**src/rtl/if_id_queue.sv**
```systemverilog
// Fetch-to-decode instruction queue: circular FIFO that tags each entry with
// control-transfer (cti) and branch-delay-slot (ds) flags as it is pushed.
module if_id_queue #(
  parameter int DEPTH = 2
) (
  input  logic                     clk,
  input  logic                     reset,
  input  logic                     in_valid,
  input  logic [31:0]              in_instr,
  input  logic [31:0]              in_pc,
  output logic                     in_ready,
  output logic                     out_valid,
  input  logic                     out_ready,
  output logic [31:0]              out_instr,
  output logic [31:0]              out_pc,
  output logic                     out_cti,
  output logic                     out_delay_slot,
  input  logic                     flush,
  output logic [$clog2(DEPTH):0]   count
);

  localparam int PTR_W = $clog2(DEPTH);
  localparam int CNT_W = PTR_W + 1;
  localparam logic [CNT_W-1:0] FULL_CNT = CNT_W'(DEPTH);

  logic [31:0]      instr_mem [DEPTH];
  logic [31:0]      pc_mem    [DEPTH];
  logic [DEPTH-1:0] cti_mem;
  logic [DEPTH-1:0] ds_mem;
  logic [PTR_W-1:0] rd_ptr;
  logic [PTR_W-1:0] wr_ptr;
  logic             prev_cti;
  logic             push;
  logic             pop;
  logic             in_cti;

  // Jumps, branches, REGIMM branches, and register jumps (JR/JALR).
  function automatic logic is_cti(input logic [31:0] instr);
    logic result;
    result = 1'b0;
    case (instr[31:26])
      6'b000001, 6'b000010, 6'b000011,
      6'b000100, 6'b000101, 6'b000110, 6'b000111: result = 1'b1;
      6'b000000: result = (instr[5:0] == 6'b001000) || (instr[5:0] == 6'b001001);
      default:   result = 1'b0;
    endcase
    return result;
  endfunction

  assign in_cti    = is_cti(in_instr);
  assign in_ready  = (count < FULL_CNT) && !reset;
  assign out_valid = (count != '0);
  assign push      = in_valid && in_ready && !flush;
  assign pop       = out_valid && out_ready;

  assign out_instr      = out_valid ? instr_mem[rd_ptr] : 32'h0;
  assign out_pc         = out_valid ? pc_mem[rd_ptr]    : 32'h0;
  assign out_cti        = out_valid ? cti_mem[rd_ptr]   : 1'b0;
  assign out_delay_slot = out_valid ? ds_mem[rd_ptr]    : 1'b0;

  always_ff @(posedge clk) begin
    if (reset) begin
      count    <= '0;
      rd_ptr   <= '0;
      wr_ptr   <= '0;
      prev_cti <= 1'b0;
      cti_mem  <= '0;
      ds_mem   <= '0;
      for (int i = 0; i < DEPTH; i++) begin
        instr_mem[i] <= 32'h0;
        pc_mem[i]    <= 32'h0;
      end
    end else if (flush) begin
      // Redirect: drop everything; any same-cycle pop already reached decode.
      count    <= '0;
      rd_ptr   <= wr_ptr;
      prev_cti <= 1'b0;
    end else begin
      if (push) begin
        instr_mem[wr_ptr] <= in_instr;
        pc_mem[wr_ptr]    <= in_pc;
        cti_mem[wr_ptr]   <= in_cti;
        ds_mem[wr_ptr]    <= prev_cti;
        wr_ptr            <= wr_ptr + PTR_W'(1);
        prev_cti          <= in_cti;
      end
      if (pop) begin
        rd_ptr <= rd_ptr + PTR_W'(1);
      end
      case ({push, pop})
        2'b10:   count <= count + CNT_W'(1);
        2'b01:   count <= count - CNT_W'(1);
        default: count <= count;
      endcase
    end
  end

endmodule
```
**config.mk**
```make
export PLATFORM = sky130hd
export DESIGN_NAME = if_id_queue
export DESIGN_NICKNAME = d
export VERILOG_FILES = /design/src/rtl/if_id_queue.sv
export SDC_FILE = /design/constraint.sdc
export NUM_CORES = 1
export LEC_CHECK = 0
export CORE_ASPECT_RATIO = 1.4
export CORE_MARGIN = 8
export CORE_UTILIZATION = 51
export DETAILED_ROUTE_END_ITERATION = 10
export GPL_ROUTABILITY_DRIVEN = 0
export HOLD_SLACK_MARGIN = 0.08
export PLACE_DENSITY = 0.82
export REMOVE_ABC_BUFFERS = 1
export SLEW_MARGIN = 20
export SYNTH_ARGS = -nofsm -noshare
export SYNTH_HDL_FRONTEND = slang
export SYNTH_SLANG_ARGS = --single-unit
```
**constraint.sdc**
```tcl
create_clock -name clk -period 4.3 [get_ports clk]
set_clock_uncertainty 0.1 [all_clocks]
set_input_delay 0.645 -clock clk [delete_from_list [all_inputs] [get_ports clk]]
set_output_delay 0.645 -clock clk [all_outputs]
set_load 0.005 [all_outputs]
```
==> parameters.txt <==
Parameter                              Value

Worst setup path
  Critical Path Sink Type ... output port
  Setup crit start kind ... flip-flop
  Highest fanout seen on the critical path ... 31
  Type of the worst setup path ... flip-flop to output port
  Reg-to-reg setup timing slack ... 1820 ps
  Required arrival time at the worst endpoint ... 3560 ps
  Worst EP arrival ... 2500 ps

Die
  Number of ports placed on the die boundary ... 139
  Die outline area ... 0.0162 mm2
  Number of rows in the core area ... 48
  Initial Util ... 0.515
  Die height ... 147 um
  Die X-Extent ... 110 um
  Core Area ... 0.0122 mm2

Timing
  Max-slew violation total from the final report ... 0
  Setup violation total in the final timing report ... 0
  Worst setup slack after layout ... 1050 ps
  Upper clock frequency limit ... 308 MHz
  Final hold violation count ... 0
  Fraction of the cycle the final worst path needs ... 0.755
  RSZ-0062 raised after global routing ... false
  Final min period ... 3250 ps
  Max-slew headroom ... 0.398
  Pin slew with the least headroom to its limit ... 903 ps
  Worst slack on hold paths ... 387 ps

Layout
  Most common cell after layout, fill and taps aside ... clkdlybuf4s50_1
  Commonest cells after routing, fill and taps aside ... clkdlybuf4s50_1 (138), edfxtp_1 (128), and3_1 (127), nor2_1 (70), mux2i_1 (66)
  Count of inserted antenna diode cells ... 0
  Share of layout cells above drive strength 1 ... 0.0769
  Area Overhead vs Synth ... 31.9%
  Final #Nets ... 681

Routing
  Average via count per standard cell ... 5.47
  DR iter-0 viols ... 288
  Number of optimization iterations in the first detailed-route pass ... 5
  Vias post-DR ... 4234
  WL per Instance ... 18.6 um
  Drt total wl ... 14400 um
  Routed Antenna Nets ... 0
  Total DRC errors in the routed layout ... 0

Clock network
  Clk_lat worst skew ... 400 ps
  Root Driver ... clkbuf_16
  Clock Sink Count ... 138
  CTS Hold Bufs ... 0
  Post-CTS setup buffer count ... 0
  Maximum root-to-sink buffer count ... 2
  CTS buffer count ... 17
  Clock Pin Slew Worst Setup and Hold Paths ... 60 ps
  CTS H-tree lvls ... 4
  Gates resized, CTS repair ... 0
  Clock tree from TritonCTS ... yes

Logic synthesis
  Mapped Area ... 0.00628 mm2
  Gate Count Post-Synth ... 486
  Syn. warnings ... 0
  Fraction of synthesized cell area taken by the top area cell type ... 0.612
  Netlist cell types ... 29
  Register area share after synthesis ... 0.644
  Top post-synthesis cells by area ... edfxtp_1 (61%), and3_1 (13%), mux2i_1 (11%)
  Largest area contributor in the synthesized netlist ... edfxtp_1
  FF+latch count, synth ... 138
  Synthesized area per cell ... 12.9 um2

Place
  Hpwl dp ... 9450 um
  Setup slack after placement ... 1030 ps
  I/O Buffers ... 138

Power
  Max IR drop VDD ... 0.320 mV
  Total power after layout ... 3.21 mW
  Leakage ... 3.36 nW
  Power per standard cell area ... 388 mW/mm2

Flow run
  Max capacitance violation total ... 0

Global route
  Wire length of the first global-routing pass ... 22600 um
  Antenna violations before repair ... 0
  Overall overflow remaining after global route ... 0
  Largest net degree at the start of global routing ... 69
  Vias in the first global route ... 4595
  Total global routing track utilization ... 0.183

Run status
  Run status ... finished clean

Worst hold path
  Class of the worst hold path ... flip-flop to flip-flop
## final timing paths
path	start	to	cells after the start
max	count[1]$_SDFFE_PP0P_	out_pc[1]	4
max reg2reg	count[1]$_SDFFE_PP0P_	instr_mem[0][17]$_SDFFCE_PN0P_	4
min reg2reg	ds_mem[1]$_SDFFE_PP0P_	ds_mem[1]$_SDFFE_PP0P_	2
min	ds_mem[1]$_SDFFE_PP0P_	ds_mem[1]$_SDFFE_PP0P_	2
## through the flow
stage          area (um2)  instances  setup TNS, ps   util
5_1_grt              8290        774              0  0.680
4_1_cts              8290        774              0  0.680
3_5_place_dp         7700        742              0  0.632
6_report             8290        774              0  0.680
3_3_place_gp         7700        742              0  0.632
2_1_floorplan        6030        443         -84780      -
## flip-flops by register name (all words and copies together) (netlist names), named ones only
register / flops
count: 2
cti_mem: 2
ds_mem: 2
instr_mem: 64
pc_mem: 64
prev_cti: 1
rd_ptr: 1
wr_ptr: 1
## critical path, cell delays in order, from the launching register on
cell and delay [ps]:
dfxtp_1 400, nor2_4 630, buf_4 430, nor2_1 130, clkdlybuf4s50_1 460
## synthesized netlist by cell type (all sizes together)
cell    instances
or3             1
nand2b          5
mux2i          66
inv             5
nand2           2
a32o            1
nor4b           1
xor2            1
nor2           71
o21ai           5
nor3            2
o21a            1
xnor2           2
or4b            1
clkbuf         23
and3          128
a31o            2
buf            20
or2             2
a21oi           6
edfxtp        128
dfxtp          10
ha              1
nand3           2
## logic make-up after synthesis
family,share of synthesized area
AO/OA/AOI/OAI,0.0143
XOR/XNOR,0.00418
multiplexers,0.105
flip-flops,0.644
AND/OR/NAND/NOR,0.188
buffers and inverters,0.0428
adder cells (fa/ha/maj),0.00199
## per-layer routing
layer	up-vias	share of wire	global-route usage	wire [um]
li1	2035	-	-	-
met1	2045	0.35	0.180	5090
met2	131	0.57	0.339	8170
met3	23	0.055	0.0469	791
met4	0	0.025	0.0847	364
met5	-	0	0	0
## layout make-up
cell class	count	area, um2
Tap cell	150	188
Sequential cell	138	4050
Timing Repair Buffer	149	1460
Clock inverter	15	158
Clock buffer	17	425
Multi-Input combinational cell	300	1990
Inverter	5	18.8
Fill cell	864	3900
## power breakdown
group          internal (mW)  switching, mW
clock                  0.898          0.502
sequential              1.53         0.0284
combinational          0.127          0.124
Power figures use the tool's default switching activity.
